**src/rtl/riscv_divider_pkg.sv**
```systemverilog
// Shared types and constants for the RV32M iterative divider.
package riscv_div_pkg;

  typedef enum logic [3:0] {
    DIV_NONE = 4'd0,
    DIV_S    = 4'd1,
    DIV_U    = 4'd2,
    REM_S    = 4'd3,
    REM_U    = 4'd4
  } div_op_e;

  typedef enum logic [1:0] {
    IDLE,
    CALC,
    FIXUP,
    DONE
  } div_state_e;

  // Signed overflow case: most negative dividend divided by -1.
  localparam logic [31:0] OVF_DIVIDEND = 32'h8000_0000;
  localparam logic [31:0] OVF_DIVISOR  = 32'hFFFF_FFFF;

endpackage

```
**src/rtl/riscv_divider_if.sv**
```systemverilog
// Start/done request bus between the execute stage and the divider.
interface riscv_divider_if #(
  parameter int XLEN = 32
);
  logic            start;
  logic [3:0]      divsel;
  logic [XLEN-1:0] a;
  logic [XLEN-1:0] b;
  logic            busy;
  logic            done;
  logic [XLEN-1:0] res;

  modport master (
    output start, divsel, a, b,
    input  busy, done, res
  );

  modport slave (
    input  start, divsel, a, b,
    output busy, done, res
  );
endinterface

```
**src/rtl/riscv_divider_div_step.sv**
```systemverilog
// One restoring-division iteration: shift in the next dividend bit, trial-subtract.
module div_step #(
  parameter int XLEN = 32
) (
  input  logic [XLEN-1:0] r_i,
  input  logic            msb_i,
  input  logic [XLEN-1:0] divisor_i,
  output logic [XLEN-1:0] r_o,
  output logic            q_o
);
  logic [XLEN:0] shifted;
  logic [XLEN:0] diff;

  // r < divisor holds between steps, so the top bit of diff is a clean borrow flag
  // even when the shifted remainder spills past XLEN bits.
  assign shifted = {r_i, msb_i};
  assign diff    = shifted - {1'b0, divisor_i};
  assign q_o     = ~diff[XLEN];
  assign r_o     = q_o ? diff[XLEN-1:0] : shifted[XLEN-1:0];
endmodule

```
**src/rtl/riscv_divider.sv**
```systemverilog
// Radix-2 restoring divider for DIV/DIVU/REM/REMU with a start/done handshake.
module riscv_divider
  import riscv_div_pkg::*;
#(
  parameter int XLEN = 32
) (
  input logic            clk,
  input logic            rst,
  riscv_divider_if.slave bus
);
  localparam int CNT_W = $clog2(XLEN) + 1;
  localparam logic [CNT_W-1:0] LAST_CNT = CNT_W'(XLEN - 1);

  div_state_e      state_q, state_d;
  logic [XLEN-1:0] dq_q, dq_d;       // dividend shifting out, quotient shifting in
  logic [XLEN-1:0] dvs_q, dvs_d;
  logic [XLEN-1:0] rem_q, rem_d;
  logic [XLEN-1:0] res_q, res_d;
  logic [CNT_W-1:0] cnt_q, cnt_d;
  logic            neg_q_q, neg_q_d;
  logic            neg_r_q, neg_r_d;
  logic            want_rem_q, want_rem_d;

  logic [XLEN-1:0] step_r;
  logic            step_q;
  logic            op_valid, op_signed, op_rem;

  div_step #(.XLEN(XLEN)) u_step (
    .r_i       (rem_q),
    .msb_i     (dq_q[XLEN-1]),
    .divisor_i (dvs_q),
    .r_o       (step_r),
    .q_o       (step_q)
  );

  assign op_valid  = (bus.divsel >= 4'(DIV_S)) && (bus.divsel <= 4'(REM_U));
  assign op_signed = (bus.divsel == 4'(DIV_S)) || (bus.divsel == 4'(REM_S));
  assign op_rem    = (bus.divsel == 4'(REM_S)) || (bus.divsel == 4'(REM_U));

  always_comb begin
    state_d    = state_q;
    dq_d       = dq_q;
    dvs_d      = dvs_q;
    rem_d      = rem_q;
    res_d      = res_q;
    cnt_d      = cnt_q;
    neg_q_d    = neg_q_q;
    neg_r_d    = neg_r_q;
    want_rem_d = want_rem_q;
    case (state_q)
      IDLE: begin
        if (bus.start && op_valid) begin
          want_rem_d = op_rem;
          if (bus.b == '0) begin
            res_d   = op_rem ? bus.a : '1;
            state_d = DONE;
          end else if (op_signed && (bus.a == OVF_DIVIDEND) && (bus.b == OVF_DIVISOR)) begin
            res_d   = op_rem ? '0 : OVF_DIVIDEND;
            state_d = DONE;
          end else begin
            dq_d    = (op_signed && bus.a[XLEN-1]) ? -bus.a : bus.a;
            dvs_d   = (op_signed && bus.b[XLEN-1]) ? -bus.b : bus.b;
            rem_d   = '0;
            cnt_d   = '0;
            neg_q_d = op_signed & (bus.a[XLEN-1] ^ bus.b[XLEN-1]);
            neg_r_d = op_signed & bus.a[XLEN-1];
            state_d = CALC;
          end
        end
      end
      CALC: begin
        rem_d = step_r;
        dq_d  = {dq_q[XLEN-2:0], step_q};
        cnt_d = cnt_q + 1'b1;
        if (cnt_q == LAST_CNT) begin
          state_d = FIXUP;
        end
      end
      FIXUP: begin
        res_d   = want_rem_q ? (neg_r_q ? -rem_q : rem_q)
                             : (neg_q_q ? -dq_q : dq_q);
        state_d = DONE;
      end
      DONE: begin
        state_d = IDLE;
      end
      default: begin
        state_d = IDLE;
      end
    endcase
  end

  always_ff @(posedge clk or negedge rst) begin
    if (!rst) begin
      state_q    <= IDLE;
      dq_q       <= '0;
      dvs_q      <= '0;
      rem_q      <= '0;
      res_q      <= '0;
      cnt_q      <= '0;
      neg_q_q    <= 1'b0;
      neg_r_q    <= 1'b0;
      want_rem_q <= 1'b0;
    end else begin
      state_q    <= state_d;
      dq_q       <= dq_d;
      dvs_q      <= dvs_d;
      rem_q      <= rem_d;
      res_q      <= res_d;
      cnt_q      <= cnt_d;
      neg_q_q    <= neg_q_d;
      neg_r_q    <= neg_r_d;
      want_rem_q <= want_rem_d;
    end
  end

  assign bus.busy = (state_q != IDLE);
  assign bus.done = (state_q == DONE);
  assign bus.res  = res_q;
endmodule

```
**src/flat_wrapper.sv**
```systemverilog
// flat-port wrapper written by rule: the top's interface ports become plain ports
module riscv_divider_flat import riscv_div_pkg::*;
#(
  parameter int XLEN = 32
)
  (clk, rst, bus_start, bus_divsel, bus_a, bus_b, bus_busy, bus_done, bus_res);
  riscv_divider_if #(.XLEN(XLEN)) bus_i ();
  input logic clk;
  input logic rst;
  input wire logic [$bits(bus_i.start)-1:0] bus_start;
  input wire logic [$bits(bus_i.divsel)-1:0] bus_divsel;
  input wire logic [$bits(bus_i.a)-1:0] bus_a;
  input wire logic [$bits(bus_i.b)-1:0] bus_b;
  output wire logic [$bits(bus_i.busy)-1:0] bus_busy;
  output wire logic [$bits(bus_i.done)-1:0] bus_done;
  output wire logic [$bits(bus_i.res)-1:0] bus_res;
  assign bus_i.start = bus_start;
  assign bus_i.divsel = bus_divsel;
  assign bus_i.a = bus_a;
  assign bus_i.b = bus_b;
  assign bus_busy = bus_i.busy;
  assign bus_done = bus_i.done;
  assign bus_res = bus_i.res;
  riscv_divider #(.XLEN(XLEN)) u_core (.clk(clk), .rst(rst), .bus(bus_i));
endmodule
```
**config.mk**
```make
export PLATFORM = sky130hd
export DESIGN_NAME = riscv_divider_flat
export DESIGN_NICKNAME = d
export VERILOG_FILES = /design/src/rtl/riscv_divider_pkg.sv /design/src/rtl/riscv_divider_if.sv /design/src/rtl/riscv_divider_div_step.sv /design/src/rtl/riscv_divider.sv /design/src/flat_wrapper.sv
export SDC_FILE = /design/constraint.sdc
export NUM_CORES = 1
export LEC_CHECK = 0
export CAP_MARGIN = 20
export CORE_MARGIN = 2
export CORE_UTILIZATION = 64
export CTS_CLUSTER_DIAMETER = 100
export DETAILED_ROUTE_END_ITERATION = 7
export PLACE_DENSITY = 0.91
export SLEW_MARGIN = 5
export SYNTH_ARGS = -nofsm -noshare
export SYNTH_HDL_FRONTEND = slang
export SYNTH_SLANG_ARGS = --single-unit
```
**constraint.sdc**
```tcl
create_clock -name clk -period 5.8 [get_ports clk]
set_input_delay 1.74 -clock clk [delete_from_list [all_inputs] [get_ports clk]]
set_output_delay 1.74 -clock clk [all_outputs]
set_load 0.03 [all_outputs]
```
==> reports/qor.yml, run 1 <==
grt_pass1_vias: 10400
cp_max_fo: 11
diodes: 0
gp_congestion: 0.959
io_pins: 105
crit_arrival_ps: 5250
ys_async_sr_fraction_pct: 100
cts_tree: "done"
yosys_warnings: 0
rsz0062_at_grt: "no"
final_area_mm2: 0.0129
numCtsBuffers: 17
grtUsageTotal_pct: 34.7
clock_skew_ps: 10.9
status: "completed"
timing.hold.ws_ps: 476
post-route-drc-count: 0
worstSetupStartpointType: "input pin"
slew_headroom_pct: 31.2
fin_tns_setup_ps: 0
fmax_mhz: 204
clock-sinks: 139
synth_nets: 1548
drt_iter0_markers: 1367
leakage_nw: 5.45
fp.dieH_um: 136
rows: 48
yosysTopAreaCellShare_pct: 31.4
synth.largest_area_cell: "dfrtp_1"
ant_nets: 0
die_area_mm2: 0.0184
slew_violations: 0
postPlaceCellArea_mm2: 0.0122
clk_pin_slew_ps: 60
synth_area_per_cell_um2: 7.72
grt_pass1_wl_um: 50700
critPathRequiredTime_ps: 6160
clock_tree.buffer_depth: 2
post-route-min-period_ps: 4890
htreeDepth: 4
clk_latency_ps: 440
ctsHoldBuffers: 0
area_growth_pct: 16.8
start_util_pct: 64.7
synthMostInstantiatedCell: "nand2_1"
root_buffer: "clkbuf_16"
die_x_um: 136
post_synth_num_cell_types: 69
port_buffers: 104
p_per_area_mw_per_mm2: 494
path_class: "input pin to register"
gr-total-overflow: 0
cts_resized: 0
antenna_found_initial: 0
setup_viol: 0
finalNetCount: 1606
ff2ff_setup_slack_ps: 1480
drv_cap: 0
hold_class: "register to register"
vdd_drop_max_mv: 0.366
grt_max_degree: 117
synth_common_cells: "nand2_1 (187), o21ai_0 (167), dfrtp_1 (139), a21oi_1 (110), nor2_1 (108)"
dp_hpwl_um: 22700
drive_gt1_share_pct: 5.38
synth_edf_count: 0
yosysSeqAreaShare_pct: 31.4
hold_viol: 0
wl_per_cell_um: 18.2
finalCritPeriodShare_pct: 84.4
worstSetupEndpointType: "register"
netlist_area_mm2: 0.0111
via_per_inst: 6.41
syn-instance-count: 1434
tightestPinTransition_ps: 1030
totalWireLength_um: 31400
coreArea_mm2: 0.0171
dr.pass1.iters: 6
ys_ff_latch: 139
synthTopCellsByArea: "dfrtp_1 (31%), o21ai_0 (7.6%), nand2_1 (6.3%)"
vias: 11100
cts_setup_buffers: 0
synthFlopType: "dfrtp_1"
-- critical path, cell delays in order --
cell and delay (ps):
clkdlybuf4s50_1 480, nor4_1 530, nor4b_1 710, nand4_1 480, o41ai_2 280, nand2_1 150
a21oi_1 330, buf_4 250, o21ai_0 110, o21ai_0 180
-- logic make-up after synthesis --
logic type | after synthesis | share of synthesized area, %
AO/OA/AOI/OAI | 435 | 23.6
XOR/XNOR | 146 | 11.6
adder cells (fa/ha/maj) | 43 | 4.93
buffers and inverters | 143 | 5.27
flip-flops | 139 | 31.4
multiplexers | 11 | 1.09
AND/OR/NAND/NOR | 517 | 22.2
-- power breakdown --
part / leakage, nW / switching [W] / total, W / internal [W]
sequential: 1.78 / 0.000399 / 0.00174 / 0.00134
clock: 0.309 / 0.000431 / 0.00122 / 0.000784
combinational: 3.35 / 0.00207 / 0.00343 / 0.00136
total: 5.45 / 0.00290 / 0.00639 / 0.00349
-- registers in the layout (all words and copies together), names as in the netlist --
register	count
u_core.rem_q	32
u_core.neg_r_q	1
u_core.dq_q	32
u_core.cnt_q	6
u_core.neg_q_q	1
u_core.bus.res	32
u_core.state_q	2
u_core.want_rem_q	1
u_core.dvs_q	32
-- metal layers --
metal | global-route usage [%] | up-vias | part of all wire, %
met1 | 44.6 | 5152 | 41
met2 | 58.0 | 598 | 47
met3 | 6.70 | 104 | 8.6
met5 | 0 | - | 0
met4 | 13.6 | 0 | 3.4
li1 | - | 5243 | -
-- layout make-up --
type	count	area, um^2
clock buffers	21	460
clock inverters	11	191
fillers	1323	4190
inverters	58	218
multi-input cells	1152	7060
flip-flops and latches	139	3480
well taps	225	282
repair buffers	124	1240
-- per-stage QoR --
stage                     std cells  total power, W  setup slack (ps)  utilization [%]
after floorplan                1434         0.00411              1550                -
after global placement         1696         0.00496               714             71.4
after CTS                      1728         0.00629              1020             75.2
after detailed placement       1696         0.00507               642             71.4
final                          1730         0.00639               907             75.5
after global routing           1730         0.00681               649             75.5
-- placed cells by master, fill, tap and decap left out, types with 18 or more instances in the layout --
cell and n:
nand2_1 187, o21ai_0 167, dfrtp_1 139, a21oi_1 110, nor2_1 106, clkdlybuf4s50_1 103, xnor2_1 76, nand3_1 76
xor2_1 68, inv_1 56, ha_1 42, o31ai_1 30, or3_1 25, nand4_1 23, o22ai_1 21, nor3_1 18
-- final timing paths --
check | from | endpoint | cells past startpoint
worst max-delay path | bus_b[18] | u_core.bus.res[27]$_DFFE_PN0P_ | 10
worst min-delay path | u_core.bus.res[4]$_DFFE_PN0P_ | u_core.bus.res[4]$_DFFE_PN0P_ | 2
worst max register to register | u_core.dq_q[31]$_DFFE_PN0P_ | u_core.rem_q[11]$_DFFE_PN0P_ | 13
worst min register to register | u_core.bus.res[4]$_DFFE_PN0P_ | u_core.bus.res[4]$_DFFE_PN0P_ | 2
max in group asynchronous | rst | u_core.rem_q[19]$_DFFE_PN0P_ | 2
min in group asynchronous | rst | u_core.rem_q[5]$_DFFE_PN0P_ | 1
Power figures use the tool's default switching activity.
==> run 2: changes to the inputs <==
--- a/config.mk
+++ b/config.mk
@@ -7,10 +7,10 @@
 export LEC_CHECK = 0
 export CAP_MARGIN = 20
 export CORE_MARGIN = 2
-export CORE_UTILIZATION = 64
+export CORE_UTILIZATION = 53
 export CTS_CLUSTER_DIAMETER = 100
 export DETAILED_ROUTE_END_ITERATION = 7
-export PLACE_DENSITY = 0.91
+export PLACE_DENSITY = 0.81
 export SLEW_MARGIN = 5
 export SYNTH_ARGS = -nofsm -noshare
 export SYNTH_HDL_FRONTEND = slang
==> constraint.sdc (replaced) <==
create_clock -name clk -period 4.06 [get_ports clk]
set_input_delay 1.218 -clock clk [delete_from_list [all_inputs] [get_ports clk]]
set_output_delay 1.218 -clock clk [all_outputs]
set_load 0.03 [all_outputs]
==> reports/qor.yml, run 2 (synthesized netlist as in run 1, its figures left out) <==
slew_violations: 0  # unchanged
fp.dieH_um: 149  # +9.6%
io_pins: 105  # unchanged
mostFrequentLayoutCells: "nand2_1 (187), o21ai_0 (167), dfrtp_1 (139)"
ant_nets: 0  # unchanged
switching_power_w: 0.00421  # +46%
crit_arrival_ps: 4230  # -1020 ps
port_buffers: 104  # unchanged
clock-sinks: 139  # unchanged
p_seq_share_pct: 26.7  # -0.6 points
gr-total-overflow: 0  # unchanged
root_buffer: "clkbuf_16"
drive_gt1_share_pct: 10.9  # +5.5 points
worstSetupEndpointType: "register"
setup_viol: 0  # unchanged
swShare_pct: 44.6  # -0.72 points
cp_max_fo: 5  # -6
rows: 52  # +8.3%
slew_headroom_pct: 35.2  # +4.0 points
status: "completed"
worstPathBufferInverterCount: 3  # +1
diodes: 0  # unchanged
wl_per_cell_um: 17.6  # -3.0%
power_frac_comb_pct: 54.6  # +0.9 points
dp_hpwl_um: 24400  # +7.4%
finalNetCount: 1698  # +5.7%
fin_tns_setup_ps: 0  # unchanged
final_util_pct: 67.6  # -7.9 points
die_area_mm2: 0.0221  # +20%
mostFrequentLayoutCell: "nand2_1"
post-route-min-period_ps: 3870
tightestPinTransition_ps: 972  # -59.1 ps
finalCritPeriodShare_pct: 95.4
start_util_pct: 54.4  # -10 points
fill_cells: 1684  # +27%
leakage_nw: 5.92  # +8.8%
dr.pass1.iters: 5  # -1
cts_setup_buffers: 0  # unchanged
cts_resized: 0  # unchanged
vdd_drop_max_mv: 0.340  # -7.0%
cts_tree: "done"
ctsHoldBuffers: 0  # unchanged
fmax_mhz: 258
power_w: 0.00945  # +48%
grtUsageTotal_pct: 30.5  # -4.2 points
die_x_um: 149  # +9.6%
critPathRequiredTime_ps: 4410  # -1750 ps
grt_pass1_vias: 10900  # +5.1%
crit_family: "simple AND/OR/NAND/NOR gates"
p_per_area_mw_per_mm2: 686  # +39%
worstSetupStartpointType: "input pin"
numCtsBuffers: 17  # unchanged
path_cells: "clkdlybuf4s50_1 -> or4_1 -> or4_1 -> o41ai_2 -> nand2_1 -> buf_4 -> a21oi_1 -> buf_4 -> o21ai_0 -> o21ai_1"
path_class: "input pin to register"
grt_pass1_wl_um: 54200  # +6.8%
clk_latency_ps: 430  # about the same
drv_cap: 0  # unchanged
dp_slack_ps: -157  # -799 ps
post-route-drc-count: 0  # unchanged
slowest_stage: "or4_1"
coreArea_mm2: 0.0204  # +19%
clk_pin_slew_ps: 60  # about the same
drt_iter0_markers: 1350  # -1.2%
p_int_w: 0.00523  # +50%
vias: 11500  # +3.5%
clkPwrFrac_pct: 18.7  # -0.3 points
hold_viol: 0  # unchanged
clock_tree.buffer_depth: 2  # unchanged
setup_slack_ps: 187  # -721 ps
via_per_inst: 6.15  # -4.1%
slowest_delay_ps: 550  # -160 ps
totalWireLength_um: 32900  # +4.7%
hold_class: "register to register"
gp_congestion: 0.989  # +3.1%
htreeDepth: 4  # unchanged
rsz0062_at_grt: "no"
area_growth_pct: 24.4
antenna_found_initial: 0  # unchanged
clock_skew_ps: 7.72  # -3.21 ps
grt_max_degree: 59  # -50%
-- run 2: stage by stage --
| step | cell area (um^2) | hold slack (ps) | instances |
|---|---|---|---|
| 2_1_floorplan | 11100 | 450 | 1434 |
| 6_report | 13800 | 477 | 1867 |
| 3_5_place_dp | 13100 | 470 | 1835 |
| 5_1_grt | 13800 | 500 | 1867 |
| 3_3_place_gp | 13100 | 461 | 1835 |
| 4_1_cts | 13800 | 484 | 1867 |
-- run 2: worst paths after layout --
| path | start | end | slack, ps | depth (start not counted) |
|---|---|---|---|---|
| worst min-delay path | u_core.dvs_q[15]$_DFFE_PN0P_ | u_core.dvs_q[15]$_DFFE_PN0P_ | 480 | 2 |
| min in group asynchronous | rst | u_core.dq_q[4]$_DFFE_PN0P_ | 730 | 1 |
| worst max register to register | u_core.rem_q[18]$_DFFE_PN0P_ | u_core.rem_q[1]$_DFFE_PN0P_ | 370 | 11 |
| worst min register to register | u_core.dvs_q[15]$_DFFE_PN0P_ | u_core.dvs_q[15]$_DFFE_PN0P_ | 480 | 2 |
| max in group asynchronous | rst | u_core.rem_q[30]$_DFFE_PN0P_ | 2520 | 2 |
| worst max-delay path | bus_a[19] | u_core.bus.res[28]$_DFFE_PN0P_ | 190 | 10 |
-- run 2: area by class of cell --
type                            count  area (um^2)  area share (%)
Multi-Input combinational cell   1152         7060            51.3
Sequential cell                   139         3480            25.3
Timing Repair Buffer              216         2010            14.6
Clock buffer                       22          484            3.52
Tap cell                          270          338            2.45
Inverter                           58          218            1.58
Clock inverter                     10          186            1.35
-- run 2: power groups by stage --
| stage | clock network (W) | logic, W | registers (W) |
|---|---|---|---|
| 2_1_floorplan | 0 | 0.00332 | 0.00255 |
| 3_3_place_gp | 0 | 0.00491 | 0.00249 |
| 3_5_place_dp | 0 | 0.00503 | 0.00251 |
| 4_1_cts | 0.00177 | 0.00510 | 0.00250 |
| 5_1_grt | 0.00185 | 0.00566 | 0.00260 |
| 6_report | 0.00177 | 0.00516 | 0.00252 |
-- run 2: layer usage --
metal	vias up	wire, um	GRT usage [%]
li1	5432	-	-
met1	5345	13600	41.0
met2	611	15000	49.0
met3	99	3060	4.66
met4	0	1240	13.2
met5	-	0	0
-- run 2: tightest hold or removal path, cell delays in order (launching register included) --
cell and delay [ps]:
dfrtp_1 340, nand2_1 40, o21ai_0 60
==> run 3: changes to the inputs <==
--- a/config.mk
+++ b/config.mk
@@ -7,9 +7,11 @@
 export LEC_CHECK = 0
 export CAP_MARGIN = 20
 export CORE_MARGIN = 2
-export CORE_UTILIZATION = 53
+export CORE_UTILIZATION = 59
 export CTS_CLUSTER_DIAMETER = 100
 export DETAILED_ROUTE_END_ITERATION = 7
+export DONT_BUFFER_PORTS = 1
+export HOLD_SLACK_MARGIN = 0.05
 export PLACE_DENSITY = 0.81
 export SLEW_MARGIN = 5
 export SYNTH_ARGS = -nofsm -noshare
==> reports/qor.yml, run 3 (synthesized netlist as in run 1, its figures left out) <==
numCtsBuffers: 17  # unchanged
slew_headroom_pct: 27.6  # -7.7 points
cp_num_cells: 13  # +3
clk_pin_slew_ps: 60  # about the same
p_per_area_mw_per_mm2: 731  # +6.6%
port_buffers: 0  # -100%
coreArea_mm2: 0.0186  # -8.8%
rsz0062_at_grt: "no"
path_cells: "inv_1 -> ha_1 -> fa_1 -> nand2b_1 -> a21oi_1 -> o41a_1 -> o21a_1 -> a31oi_1 -> o31a_1 -> xor2_2 -> buf_12 -> or4_1 -> nand3_1"
clock-sinks: 139  # unchanged
rows: 50  # -3.8%
io_pins: 105  # unchanged
power_w: 0.00881  # -6.7%
post-route-min-period_ps: 3700  # -174 ps
status: "completed"
p_int_w: 0.00472  # -9.7%
post-route-drc-count: 0  # unchanged
antenna_found_initial: 0  # unchanged
fin_tns_setup_ps: 0  # unchanged
grtUsageTotal_pct: 32.3  # +1.8 points
cp_max_fo: 33  # +28
via_per_inst: 6.49  # +5.5%
die_area_mm2: 0.0199  # -9.9%
clock_tree.buffer_depth: 2  # unchanged
worstPathBufferInverterCount: 2  # -1
grt_pass1_vias: 10200  # -6.3%
grt_max_degree: 140  # +140%
diodes: 0  # unchanged
leakage_nw: 5.15  # -13%
dp_hpwl_um: 23100  # -5.2%
rr_worst_depth: 13  # +2
setup_viol: 0  # unchanged
finalCritPeriodShare_pct: 91.1  # -4.3 points
dp_slack_ps: 113  # +270 ps
crit_arrival_ps: 4070  # -160 ps
finalNetCount: 1522  # -10%
p_seq_share_pct: 31.4  # +4.7 points
hold_viol: 0  # unchanged
wl_per_cell_um: 19.0  # +7.8%
vias: 10700  # -6.5%
fmax_mhz: 270  # +4.7%
ant_nets: 0  # unchanged
critPathRequiredTime_ps: 4430  # +20 ps
root_buffer: "clkbuf_16"
worstSetupEndpointType: "register"
drv_cap: 0  # unchanged
gp_congestion: 0.941  # -4.8%
slowest_delay_ps: 500  # -50 ps
swShare_pct: 46.4  # +1.8 points
switching_power_w: 0.00409  # -3.0%
drt_iter0_markers: 1207  # -11%
tightestPinTransition_ps: 1080  # +112 ps
gr-total-overflow: 0  # unchanged
mostFrequentLayoutCells: "nand2_1 (187), o21ai_0 (167), dfrtp_1 (139)"
slowest_stage: "or4_1"
cts_resized: 0  # unchanged
die_x_um: 141  # -5.1%
grt_pass1_wl_um: 51500  # -4.9%
vdd_drop_max_mv: 0.353  # +3.7%
crit_family: "compound AO/OA/AOI/OAI gates"
start_util_pct: 59.6  # +5.2 points
cts_tree: "done"
clk_latency_ps: 430  # about the same
path_class: "register to register"
power_frac_comb_pct: 49.7  # -4.9 points
area_growth_pct: 8.86
totalWireLength_um: 31400  # -4.5%
mostFrequentLayoutCell: "nand2_1"
clock_skew_ps: 8.58  # +0.855 ps
drive_gt1_share_pct: 7.04  # -3.9 points
setup_slack_ps: 360  # +174 ps
cts_setup_buffers: 0  # unchanged
clkPwrFrac_pct: 19.0  # +0.3 points
ctsHoldBuffers: 0  # unchanged
worstSetupStartpointType: "register"
dr.pass1.iters: 6  # +1
slew_violations: 0  # unchanged
fp.dieH_um: 141  # -5.1%
hold_class: "input pin to async pin"
htreeDepth: 4  # unchanged
==> run 3: layer usage <==
layer	track usage, %	share of wire, %
met3	5.47	7.5
met2	51.7	46
met1	43.8	43
met4	12.8	3.2
met5	0	0
==> run 3: path summary, 6_finish.rpt <==
kind	slack [ps]	startpoint	end
max	360	u_core.dq_q[31]$_DFFE_PN0P_	u_core.rem_q[16]$_DFFE_PN0P_
max in group asynchronous	3340	rst	u_core.bus.res[13]$_DFFE_PN0P_
min in group clk	480	u_core.dvs_q[26]$_DFFE_PN0P_	u_core.dvs_q[26]$_DFFE_PN0P_
max reg2reg	360	u_core.dq_q[31]$_DFFE_PN0P_	u_core.rem_q[16]$_DFFE_PN0P_
min	480	rst	u_core.dq_q[14]$_DFFE_PN0P_
min reg2reg	480	u_core.dvs_q[26]$_DFFE_PN0P_	u_core.dvs_q[26]$_DFFE_PN0P_
==> run 3: stage by stage <==
step / area [um^2] / instances / util (%) / hold slack, ps
2_1_floorplan: 11100 / 1434 / - / 450
3_3_place_gp: 11400 / 1623 / 61.5 / 463
3_5_place_dp: 11400 / 1623 / 61.5 / 471
4_1_cts: 12100 / 1655 / 64.9 / 474
5_1_grt: 12100 / 1655 / 64.9 / 467
6_report: 12100 / 1655 / 64.9 / 479
==> run 3: cell type report <==
cell class | count | area [um^2]
flip-flops and latches | 139 | 3480
clock inverters | 11 | 168
fillers | 1599 | 6530
repair buffers | 40 | 375
multi-input cells | 1152 | 7060
well taps | 234 | 293
clock buffers | 21 | 460
inverters | 58 | 218
==> run 3: power by group through the flow <==
stage / clock network (W) / logic [W] / registers, W
2_1_floorplan: 0 / 0.00332 / 0.00255
3_3_place_gp: 0 / 0.00415 / 0.00274
3_5_place_dp: 0 / 0.00425 / 0.00277
4_1_cts: 0.00168 / 0.00431 / 0.00275
5_1_grt: 0.00174 / 0.00484 / 0.00284
6_report: 0.00167 / 0.00438 / 0.00276
